## config.mk

```make
export PLATFORM = sky130hd
export DESIGN_NAME = mvu_out_stream_flat
export DESIGN_NICKNAME = d
export VERILOG_FILES = /design/src/rtl/mvu_pkg.sv /design/src/rtl/mvu_out_stream_if.sv /design/src/rtl/mvu_sync_fifo.sv /design/src/rtl/mvu_out_stream.sv /design/src/flat_wrapper.sv
export SDC_FILE = /design/constraint.sdc
export NUM_CORES = 1
export LEC_CHECK = 0
export CAP_MARGIN = 15
export CORE_ASPECT_RATIO = 0.6
export CORE_MARGIN = 2
export CORE_UTILIZATION = 56
export DETAILED_ROUTE_END_ITERATION = 10
export DONT_BUFFER_PORTS = 1
export PLACE_DENSITY = 0.83
export SETUP_SLACK_MARGIN = 0.1
export SLEW_MARGIN = 0
export SYNTH_ARGS = -nofsm -noshare
export SYNTH_HDL_FRONTEND = slang
export SYNTH_HIERARCHICAL = 1
export SYNTH_SLANG_ARGS = --single-unit
```

## constraint.sdc

```tcl
create_clock -name clock -period 3.4 [get_ports clock]
set_input_delay 0.68 -clock clock [delete_from_list [all_inputs] [get_ports clock]]
set_output_delay 0.68 -clock clock [all_outputs]
set_load 0.03 [all_outputs]
```

## src/rtl/mvu_pkg.sv

```systemverilog
// ---------------------------------------------------------------------------
// mvu_pkg
// Shared definitions for the MVU output stream path:
//   - ptr_width / cnt_width : sizing helpers for FIFO pointers and occupancy
//   - vec_width             : packed result-vector width for PE lanes
//   - AF_MARGIN_DFLT        : default almost-full margin, equal to the
//                             number of results already in flight inside the
//                             PE pipeline when the control unit sees a stall.
// ---------------------------------------------------------------------------
package mvu_pkg;

  localparam int unsigned AF_MARGIN_DFLT = 3;

  // Pointer width; a single-entry FIFO still needs a 1-bit pointer.
  function automatic int unsigned ptr_width(input int unsigned depth);
    return (depth > 1) ? $clog2(depth) : 1;
  endfunction

  // Occupancy must represent 0..depth inclusive.
  function automatic int unsigned cnt_width(input int unsigned depth);
    return $clog2(depth + 1);
  endfunction

  function automatic int unsigned vec_width(input int unsigned pe,
                                            input int unsigned tdsti);
    return pe * tdsti;
  endfunction

endpackage

```

## src/rtl/mvu_out_stream_if.sv

```systemverilog
// ---------------------------------------------------------------------------
// mvu_out_stream_if
// AXI-stream style result channel leaving the MVU output stage.
//   m_tvalid : beat valid            (master -> slave)
//   m_tready : downstream ready      (slave  -> master)
//   m_tdata  : packed result vector  (master -> slave), PE0 in the LSBs
//   m_tlast  : last beat of a frame  (master -> slave)
// ---------------------------------------------------------------------------
interface mvu_out_stream_if #(
  parameter int unsigned W = 16
) ();

  logic         m_tvalid;
  logic         m_tready;
  logic [W-1:0] m_tdata;
  logic         m_tlast;

  modport master (output m_tvalid, output m_tdata, output m_tlast,
                  input  m_tready);

  modport slave  (input  m_tvalid, input  m_tdata, input  m_tlast,
                  output m_tready);

endinterface

```

## src/rtl/mvu_sync_fifo.sv

```systemverilog
// ---------------------------------------------------------------------------
// mvu_sync_fifo
// Register-array FIFO with first-word-fall-through read: rd_data_o always
// shows the entry at the read pointer, so data written at one edge is
// visible (empty_o=0) in the following cycle.
// Ports:
//   clock, reset : clock and synchronous active-high reset
//   wr_en_i      : write request; honoured if not full or if reading
//   wr_data_i    : write data
//   rd_en_i      : read request; honoured if not empty
//   rd_data_o    : head-of-queue data (registers only)
//   count_o      : occupancy 0..DEPTH
//   full_o       : count_o == DEPTH
//   empty_o      : count_o == 0
// DEPTH need not be a power of two; pointers wrap by explicit compare.
// ---------------------------------------------------------------------------
module mvu_sync_fifo
  import mvu_pkg::*;
#(
  parameter  int unsigned W     = 16,
  parameter  int unsigned DEPTH = 8,
  localparam int unsigned PW    = ptr_width(DEPTH),
  localparam int unsigned CW    = cnt_width(DEPTH)
) (
  input  logic          clock,
  input  logic          reset,
  input  logic          wr_en_i,
  input  logic [W-1:0]  wr_data_i,
  input  logic          rd_en_i,
  output logic [W-1:0]  rd_data_o,
  output logic [CW-1:0] count_o,
  output logic          full_o,
  output logic          empty_o
);

  localparam logic [PW-1:0] LAST_PTR = PW'(DEPTH - 1);
  localparam logic [CW-1:0] FULL_CNT = CW'(DEPTH);

  logic [W-1:0]  mem_q [DEPTH];
  logic [PW-1:0] wr_ptr_q, wr_ptr_d;
  logic [PW-1:0] rd_ptr_q, rd_ptr_d;
  logic [CW-1:0] count_q, count_d;
  logic          wr_ok, rd_ok;

  assign full_o  = (count_q == FULL_CNT);
  assign empty_o = (count_q == '0);

  // A full FIFO still accepts a write when a read frees the head slot in
  // the same cycle.
  assign rd_ok = rd_en_i && !empty_o;
  assign wr_ok = wr_en_i && (!full_o || rd_ok);

  always_comb begin
    wr_ptr_d = wr_ptr_q;
    rd_ptr_d = rd_ptr_q;
    count_d  = count_q;
    if (wr_ok) begin
      wr_ptr_d = (wr_ptr_q == LAST_PTR) ? '0 : wr_ptr_q + 1'b1;
    end
    if (rd_ok) begin
      rd_ptr_d = (rd_ptr_q == LAST_PTR) ? '0 : rd_ptr_q + 1'b1;
    end
    case ({wr_ok, rd_ok})
      2'b10:   count_d = count_q + 1'b1;
      2'b01:   count_d = count_q - 1'b1;
      default: count_d = count_q;
    endcase
  end

  always_ff @(posedge clock) begin
    if (reset) begin
      wr_ptr_q <= '0;
      rd_ptr_q <= '0;
      count_q  <= '0;
    end else begin
      wr_ptr_q <= wr_ptr_d;
      rd_ptr_q <= rd_ptr_d;
      count_q  <= count_d;
    end
  end

  // Storage is not reset: contents are meaningless while empty.
  always_ff @(posedge clock) begin
    if (wr_ok) begin
      mem_q[wr_ptr_q] <= wr_data_i;
    end
  end

  assign rd_data_o = mem_q[rd_ptr_q];
  assign count_o   = count_q;

endmodule

```

## src/rtl/mvu_out_stream.sv

```systemverilog
// ---------------------------------------------------------------------------
// mvu_out_stream
// Output stage behind the PE accumulators. Each in_acc_v pulse captures one
// result vector into a small FIFO; vectors leave on an AXI-stream style
// master port with tlast every NF beats. The accumulators cannot be
// stalled, so almost_full warns the control unit early enough that results
// still in the PE pipeline (AF_MARGIN of them) fit; anything that arrives
// with no room anyway is dropped and flagged on the sticky overflow.
// Ports:
//   clock, reset  : clock and synchronous active-high reset
//   in_acc_v      : result-vector valid
//   in_acc        : PE*TDstI packed results, PE0 in the LSBs
//   almost_full   : stall request, count >= DEPTH-AF_MARGIN
//   overflow      : sticky, a valid vector was dropped
//   m_axis        : result stream (m_tvalid/m_tready/m_tdata/m_tlast)
// Optional build macro MVU_OUT_PERF_CNT_EN adds saturating 32-bit counters:
//   perf_beats        : completed reads
//   perf_stall_cycles : cycles with almost_full=1
//   perf_bp_cycles    : cycles with m_tvalid && !m_tready
// ---------------------------------------------------------------------------
module mvu_out_stream
  import mvu_pkg::*;
#(
  parameter int unsigned PE        = 4,
  parameter int unsigned TDstI     = 4,
  parameter int unsigned DEPTH     = 8,
  parameter int unsigned AF_MARGIN = AF_MARGIN_DFLT,
  parameter int unsigned NF        = 16
) (
  input  logic                          clock,
  input  logic                          reset,
  input  logic                          in_acc_v,
  input  logic [vec_width(PE,TDstI)-1:0] in_acc,
  output logic                          almost_full,
  output logic                          overflow,
  mvu_out_stream_if.master              m_axis
`ifdef MVU_OUT_PERF_CNT_EN
  ,
  output logic [31:0]                   perf_beats,
  output logic [31:0]                   perf_stall_cycles,
  output logic [31:0]                   perf_bp_cycles
`endif
);

  localparam int unsigned VEC_W = vec_width(PE, TDstI);
  localparam int unsigned CW    = cnt_width(DEPTH);
  localparam int unsigned BW    = (NF > 1) ? $clog2(NF) : 1;

  localparam logic [CW-1:0] AF_THRESH = CW'(DEPTH - AF_MARGIN);
  localparam logic [BW-1:0] LAST_BEAT = BW'(NF - 1);

  typedef logic [VEC_W-1:0] vec_t;

  vec_t          fifo_rd_data;
  logic [CW-1:0] fifo_count;
  logic          fifo_full;
  logic          fifo_empty;
  logic          rd_fire;
  logic          wr_accept;

  logic          overflow_q, overflow_d;
  logic [BW-1:0] beat_q, beat_d;

  assign m_axis.m_tvalid = !fifo_empty;
  assign m_axis.m_tdata  = fifo_rd_data;
  assign rd_fire         = m_axis.m_tvalid && m_axis.m_tready;

  // Same acceptance rule the FIFO applies internally; needed here to know
  // when a vector is lost.
  assign wr_accept = in_acc_v && (!fifo_full || rd_fire);

  mvu_sync_fifo #(
    .W     (VEC_W),
    .DEPTH (DEPTH)
  ) u_fifo (
    .clock     (clock),
    .reset     (reset),
    .wr_en_i   (in_acc_v),
    .wr_data_i (in_acc),
    .rd_en_i   (rd_fire),
    .rd_data_o (fifo_rd_data),
    .count_o   (fifo_count),
    .full_o    (fifo_full),
    .empty_o   (fifo_empty)
  );

  always_comb begin
    overflow_d = overflow_q | (in_acc_v & ~wr_accept);
    beat_d     = beat_q;
    if (rd_fire) begin
      beat_d = (beat_q == LAST_BEAT) ? '0 : beat_q + 1'b1;
    end
  end

  always_ff @(posedge clock) begin
    if (reset) begin
      overflow_q <= 1'b0;
      beat_q     <= '0;
    end else begin
      overflow_q <= overflow_d;
      beat_q     <= beat_d;
    end
  end

  assign overflow       = overflow_q;
  assign almost_full    = (fifo_count >= AF_THRESH);
  // Beat counter only moves on a completed read, so tlast holds while the
  // downstream stalls.
  assign m_axis.m_tlast = m_axis.m_tvalid && (beat_q == LAST_BEAT);

`ifdef MVU_OUT_PERF_CNT_EN
  logic [31:0] perf_beats_q, perf_stall_q, perf_bp_q;
  logic        bp_now;

  assign bp_now = m_axis.m_tvalid && !m_axis.m_tready;

  always_ff @(posedge clock) begin
    if (reset) begin
      perf_beats_q <= '0;
      perf_stall_q <= '0;
      perf_bp_q    <= '0;
    end else begin
      if (rd_fire && (perf_beats_q != '1)) begin
        perf_beats_q <= perf_beats_q + 1'b1;
      end
      if (almost_full && (perf_stall_q != '1)) begin
        perf_stall_q <= perf_stall_q + 1'b1;
      end
      if (bp_now && (perf_bp_q != '1)) begin
        perf_bp_q <= perf_bp_q + 1'b1;
      end
    end
  end

  assign perf_beats        = perf_beats_q;
  assign perf_stall_cycles = perf_stall_q;
  assign perf_bp_cycles    = perf_bp_q;
`endif

endmodule

```

## src/flat_wrapper.sv

```systemverilog
// flat-port wrapper written by rule: the top's interface ports become plain ports
module mvu_out_stream_flat import mvu_pkg::*;
#(
  parameter int unsigned PE        = 4,
  parameter int unsigned TDstI     = 4,
  parameter int unsigned DEPTH     = 8,
  parameter int unsigned AF_MARGIN = AF_MARGIN_DFLT,
  parameter int unsigned NF        = 16
)
  (clock, reset, in_acc_v, in_acc, almost_full, overflow, m_axis_m_tvalid, m_axis_m_tdata, m_axis_m_tlast, m_axis_m_tready);
  mvu_out_stream_if #(.W((PE * (4)))) m_axis_i ();
  input  logic clock;
  input  logic reset;
  input  logic in_acc_v;
  input  logic [vec_width(PE,TDstI)-1:0] in_acc;
  output logic almost_full;
  output logic overflow;
  output wire logic [$bits(m_axis_i.m_tvalid)-1:0] m_axis_m_tvalid;
  output wire logic [$bits(m_axis_i.m_tdata)-1:0] m_axis_m_tdata;
  output wire logic [$bits(m_axis_i.m_tlast)-1:0] m_axis_m_tlast;
  input wire logic [$bits(m_axis_i.m_tready)-1:0] m_axis_m_tready;
  assign m_axis_m_tvalid = m_axis_i.m_tvalid;
  assign m_axis_m_tdata = m_axis_i.m_tdata;
  assign m_axis_m_tlast = m_axis_i.m_tlast;
  assign m_axis_i.m_tready = m_axis_m_tready;
  mvu_out_stream #(.PE(PE), .TDstI(TDstI), .DEPTH(DEPTH), .AF_MARGIN(AF_MARGIN), .NF(NF)) u_core (.clock(clock), .reset(reset), .in_acc_v(in_acc_v), .in_acc(in_acc), .almost_full(almost_full), .overflow(overflow), .m_axis(m_axis_i));
endmodule
```

**Word-level counts from Yosys, hierarchy flattened**

Memories as Yosys holds them, arrays and structs flattened. A register that Yosys moved wholly into a read port is not among the register bits.
Index checks and enable logic that the tools add are counted.

- Bits in writable memories: 128
- Logic and storage cells: 40
- Bits of input ports: 20
- Memories kept: 1
- Register bits: 15
- Output and inout bits: 20

- Bitwise gates (word level): 3
- Reductions and logical operators: 11
- Multiplexer cells: 8
- Equal/unequal tests: 6
- $lt $le $gt $ge: 1
- Add/sub/neg operators: 5

Memory list:

| name | words | width | read ports | clocked after memory_dff | write ports | line | text |
|---|---|---|---|---|---|---|---|
| u_core.u_fifo.mem_q | 8 | 16 | 1 | 1 | 1 | mvu_sync_fifo.sv:39 | `logic [W-1:0] mem_q [DEPTH];` |

Operator list:

| cell | number |
|---|---|
| two-way mux 3 bit | 4 |
| adder 4 x 1 -> 4 bit, second input constant | 2 |
| equality test 4 bit, second input constant | 2 |
| one-hot mux 4 bit (2 select lines) | 1 |
| adder 3 x 1 -> 3 bit, second input constant | 2 |
| equality test 3 bit, second input constant | 2 |
| logical AND 1 bit | 5 |
| greater-or-equal comparator 4 x 3 -> 1 bit, second input constant | 1 |
| zero test 4 bit | 1 |
| two-way mux 4 bit | 1 |
| subtractor 4 x 1 -> 4 bit, second input constant | 1 |
| equality test 2 x 1 -> 1 bit, second input constant | 1 |
| equality test 2 bit, second input constant | 1 |
| zero test 1 bit | 2 |
| logical OR 1 bit | 2 |
| two-way mux 1 bit | 2 |
| nonzero test 2 bit | 1 |
| AND 1 bit | 1 |
| NOT 1 bit | 1 |
| bitwise OR 1 bit | 1 |

**Longest topological paths before layout**

- Depth after elaboration: 8
- Gate-level depth with buffers: 13
- Gate-level depth less buffers: 12

**Hierarchy**

Netlist, hierarchy kept.

Modules (own cells, without submodules):

| module | times used | area an instance (um2) | seq. area each (um2) | cells an instance |
|---|---|---|---|---|
| mvu_sync_fifo | 1 | 5577.8 | 4103.9 | 271 |
| mvu_out_stream | 1 | 247.7 | 100.1 | 29 |

**Least setup slack after synthesis**

Ideal clock, no wire load.

- Path kind: register to register
- Start: register u_core.u_fifo.count_q[1] (netlist: u_core/u_fifo/count_o[1])
- End: memory u_core.u_fifo.mem_q[0][0] (enable)
- Period minus slack after synthesis: 3355 ps
- Setup time: 430 ps
- Cell stages (with the launch flop): 9
- Path buffers: 1
- Arrival: 2924 ps
- Data required time: 2970 ps
- Slack: 45 ps
- Path through: dfxtp_1 -> or3_1 -> buf_6 -> nor2_1 -> nand2b_4 -> inv_1 -> nand2b_1 -> o21ai_4 -> nor4_1

- Word-level cells in the longest chain between the ends: 8
- Elaborated cells on any way between the ends: 10
- Classes of those cells: eq/ne (1); mux (2); reduce/logical (7)

RTL lines:

| element | line | text |
|---|---|---|
| start: declaration | mvu_sync_fifo.sv:42 | `logic [CW-1:0] count_q, count_d;` |
| start signal: assignment | mvu_sync_fifo.sv:78 | `count_q <= count_d;` |
| zero test 4 bit | mvu_sync_fifo.sv:46 | `assign empty_o = (count_q == '0);` |
| named net u_core.fifo_empty | mvu_out_stream.sv:57 | `logic fifo_empty;` |
| zero test 1 bit | mvu_out_stream.sv:64 | `assign m_axis.m_tvalid = !fifo_empty;` |
| logical AND 1 bit | mvu_out_stream.sv:66 | `assign rd_fire = m_axis.m_tvalid && m_axis.m_tready;` |
| named net u_core.rd_fire | mvu_out_stream.sv:58 | `logic rd_fire;` |
| logical AND 1 bit | mvu_sync_fifo.sv:50 | `assign rd_ok = rd_en_i && !empty_o;` |
| logical OR 1 bit | mvu_sync_fifo.sv:51 | `assign wr_ok = wr_en_i && (!full_o \|\| rd_ok);` |
| logical AND 1 bit | mvu_sync_fifo.sv:51 |  |
| two-way mux 1 bit | mvu_sync_fifo.sv:84 | `if (wr_ok) begin` |
| two-way mux 1 bit (not written as such) | mvu_sync_fifo.sv:85 | `mem_q[wr_ptr_q] <= wr_data_i;` |
| end: declaration | mvu_sync_fifo.sv:39 |  |

The timed path passes the listed nets, and every way through them passes these cells.

**Final worst setup path**

- Start: register u_core.u_fifo.count_q[1] (netlist: u_core/u_fifo/count_o[1])
- End: register u_core.u_fifo.count_q[3] (netlist: u_core/u_fifo/count_o[3])

- Word-level cells in the longest chain between the ends: 8
- Elaborated cells on any way between the ends: 14
- Classes of those cells: add/sub (2); eq/ne (3); mux (1); reduce/logical (8)

RTL lines:

| element | line | text |
|---|---|---|
| zero test 4 bit (*) | mvu_sync_fifo.sv:46 |  |
| named net u_core.fifo_empty | mvu_out_stream.sv:57 |  |
| zero test 1 bit (*) | mvu_out_stream.sv:64 |  |
| logical AND 1 bit (*) | mvu_out_stream.sv:66 |  |
| named net u_core.rd_fire | mvu_out_stream.sv:58 |  |
| logical AND 1 bit (*) | mvu_sync_fifo.sv:50 |  |
| logical OR 1 bit | mvu_sync_fifo.sv:51 |  |
| logical AND 1 bit | mvu_sync_fifo.sv:51 |  |
| equality test 2 x 1 -> 1 bit or equality test 2 bit (tied branches) | mvu_sync_fifo.sv:63 | `case ({wr_ok, rd_ok})` |
| one-hot mux 4 bit (2 select lines) or nonzero test 2 bit (tied branches) | - |  |

The timed path passes the listed nets; every way through them passes the cells marked *.
A chain may end at the register's enable or synchronous reset.

==> metrics.txt <==
Final period util 89.7%; Sw Ratio 28.1%; pwr dens 709 nW/um^2; die width 136 um; worst min-delay path class input port to flip-flop; Seq. cell area 4210 um^2; Crit Path Class flip-flop to flip-flop; Final Critical Period 3050 ps; Skew-Pair Late Insertion Delay 410 ps; first-pass GRT wire length 16500 um; syn_nets 328; Unique masters post-synth 39; Setup crit end kind flip-flop; die height 83.0 um; outcome completed; Syn Std Cell Area 5830 um^2; largest net degree at the start of global routing 33; Synth async-reset ratio 0%; slew margin rel. 37.0%; H-Tree Depth 4; CTS tree built; critical path's largest stage delay 540 ps; power share of the sequential group 45.0%; Clk pwr share 36.2%; Final Hold Violating Endpoints 0; total track usage 20.4%; Final setup viols 0; Via density 5.94; I/O Buffers 0; Most Used Layer, Global Route met1; Max Root-Sink Buffers 2; proportion of layout cells with a drive suffix above 1 31.3%; register bit count reported by yosys 146; Die Area 11300 um^2; CP most frequent cell inv_1; Starting Density 58.3%; Max FO, Critical Path 8; Vias 2773; FILL cells 642; vias in the first global route 2873; post-detail-place hpwl 6380 um; EDFF count, synth 128; worst reg-to-reg setup slack 350 ps; Layout Utilization 66.2%; Yosys warning count 6; Antenna Cells 0; Arr. time, crit path 3340 ps; Final Skew 8.41 ps; grt met1 use 29.7%; 1st-iter DRT viols 290; CTS root buf clkbuf_16; Hold-fix buffers, CTS 0; # nets final 347; P_sw 1320 uW; Internal Power 3370 uW; Slowest cell on crit path or3_1; initial antenna violation count 0; DR WL/cell 22.3 um; Tightest Pin Transition 944 ps; CTS buffer count 17; routed wire length 10400 um; top_reg_cell synth edfxtp_1; clk slew on worst S/H paths 60 ps; Req. time, crit path 3690 ps; Core Region 9980 um^2; post-synthesis area per instance 19.4 um^2; setup TNS 0 ps; RSZ-0062 raised after global routing no; crit start category flip-flop; maxcap violations 0; Cells after Synth 300; area of the multi-input gates 1560 um^2; final antenna-violating net count 0; VDD IR max 0.473 mV; drt pass-1 iters 4; row cnt 28; FMAX 328 MHz; Leak 0.00215 uW; met3 GRT Util 8.55%; GP Congestion 0.746; io pins 40; post-synthesis sequential area ratio 72.2%; worst-path cell chain or3_1 > nor2_2 > nand2b_4 > inv_1 > o21ai_4 > or2_1 > inv_1 > ha_1 > and3_1 > o311ai_0 > a31oi_1; max-slew violations 0; DRC errors left 0; GRT overflow 0; P&R area growth vs syn 13.4%; clock tree sinks 146; combinational power share 18.7%; met2 Usage GRT 29.2%
cells in the mapped netlist, types with 2 or more instances:
library cell | instances | area share, %
nor2_1 | 16 | 1.0
or3_1 | 4 | 0.43
buf_1 | 5 | 0.32
xnor2_1 | 3 | 0.45
nand3_1 | 3 | 0.26
nand2b_1 | 5 | 0.54
dfxtp_1 | 18 | 6.2
ha_1 | 7 | 1.5
o21ai_4 | 2 | 0.56
inv_1 | 5 | 0.32
nor3_1 | 5 | 0.43
or3b_1 | 3 | 0.45
buf_2 | 3 | 0.26
nand3b_1 | 2 | 0.26
a21oi_1 | 7 | 0.60
mux2_2 | 16 | 3.1
mux4_2 | 32 | 12
nand2_1 | 7 | 0.45
mux2i_1 | 4 | 0.69
a31oi_1 | 2 | 0.21
buf_6 | 4 | 0.77
edfxtp_1 | 128 | 66
o21ai_0 | 3 | 0.26
through the flow:
step	total power [uW]	cells	area [um^2]	setup WS, ps	hold slack, ps
global placement	3010	435	6060	481	471
finish	4690	467	6610	349	329
floorplan	2910	300	5830	437	450
detailed placement	3030	435	6060	338	476
CTS	4720	467	6610	300	307
global route	4880	467	6610	157	301
power groups by stage:
stage	combinational, uW	clock [uW]	sequential (uW)
floorplan	794	0	2120
global placement	871	0	2140
detailed placement	879	0	2150
CTS	886	1730	2110
global route	947	1810	2120
finish	877	1700	2110
worst max-delay path: cells and delay by family, from the launching register on:
family / cells / cell delay, ps
AOI/OAI and AO/OA: 3 / 660
adders and majority gates: 1 / 330
buffers and inverters: 2 / 220
DFF: 1 / 370
and+or+nand+nor: 5 / 1340
final cells by class:
cell class | count | area share [%]
clock inverters | 15 | 1.86
inverters | 5 | 0.284
well taps | 135 | 2.56
multi-input cells | 136 | 23.6
flip-flops and latches | 146 | 63.6
repair buffers | 13 | 1.67
clock buffers | 17 | 6.44
kinds of logic after synthesis:
family                     synth area share [%]
xor gates and xnor gates                  0.601
adders and majority gates                  1.85
DFF                                        72.2
muxes                                      16.2
AOI/OAI and AO/OA                          2.99
and+or+nand+nor                            4.51
buffers and inverters                      1.74
cell usage in the layout, fill, tap and decap left out, types with 2 or more instances in the layout:
cell type   instances
nand3b_1            2
nand2b_1            5
clkbuf_16          17
nand2_1             7
or3b_1              3
xnor2_1             3
inv_6               7
ha_1                7
mux2i_1             4
a31oi_1             2
nor3_2              4
a21oi_1             7
nor2_1             15
inv_1               5
o21ai_4             2
mux4_2             32
o21ai_0             3
dfxtp_1            17
edfxtp_1          128
clkinvlp_4          4
buf_4              12
mux2_2             16
clkinv_4            3
nand3_1             3
or3_1               4
flip-flops by register name, indices dropped and copies added (netlist names), named ones only:
register / cells
u_core/u_fifo/mem_q: 128
u_core/beat_q: 4
u_core/u_fifo/count_o: 4
u_core/u_fifo/rd_ptr_q: 3
u_core/u_fifo/wr_ptr_q: 3
u_core/overflow: 1
worst paths after layout:
path	start	endpoint	cells after the start
max reg2reg	u_core/u_fifo/count_o[1]$_SDFFE_PP0P_	u_core/u_fifo/count_o[3]$_SDFFE_PP0P_	11
min reg2reg	u_core/beat_q[3]$_SDFFE_PP0P_	u_core/beat_q[3]$_SDFFE_PP0P_	2
max	u_core/u_fifo/count_o[1]$_SDFFE_PP0P_	u_core/u_fifo/count_o[3]$_SDFFE_PP0P_	11
min	reset	u_core/u_fifo/wr_ptr_q[1]$_SDFFE_PP0P_	1
repair_timing:
item / 4_1_cts / 5_1_grt
hold endpoints to repair: 0 / 0
setup buffers: 0 / 0
gates resized for setup: 0 / 1
setup endpoints to repair: 0 / 1
per-layer routing:
metal  routed length [um]  up-vias
li1                     -     1246
met1                 4500     1415
met2                 4860      104
met3                  988        8
met4                   49        0
met5                    0        -
Power figures use the tool's default switching activity.
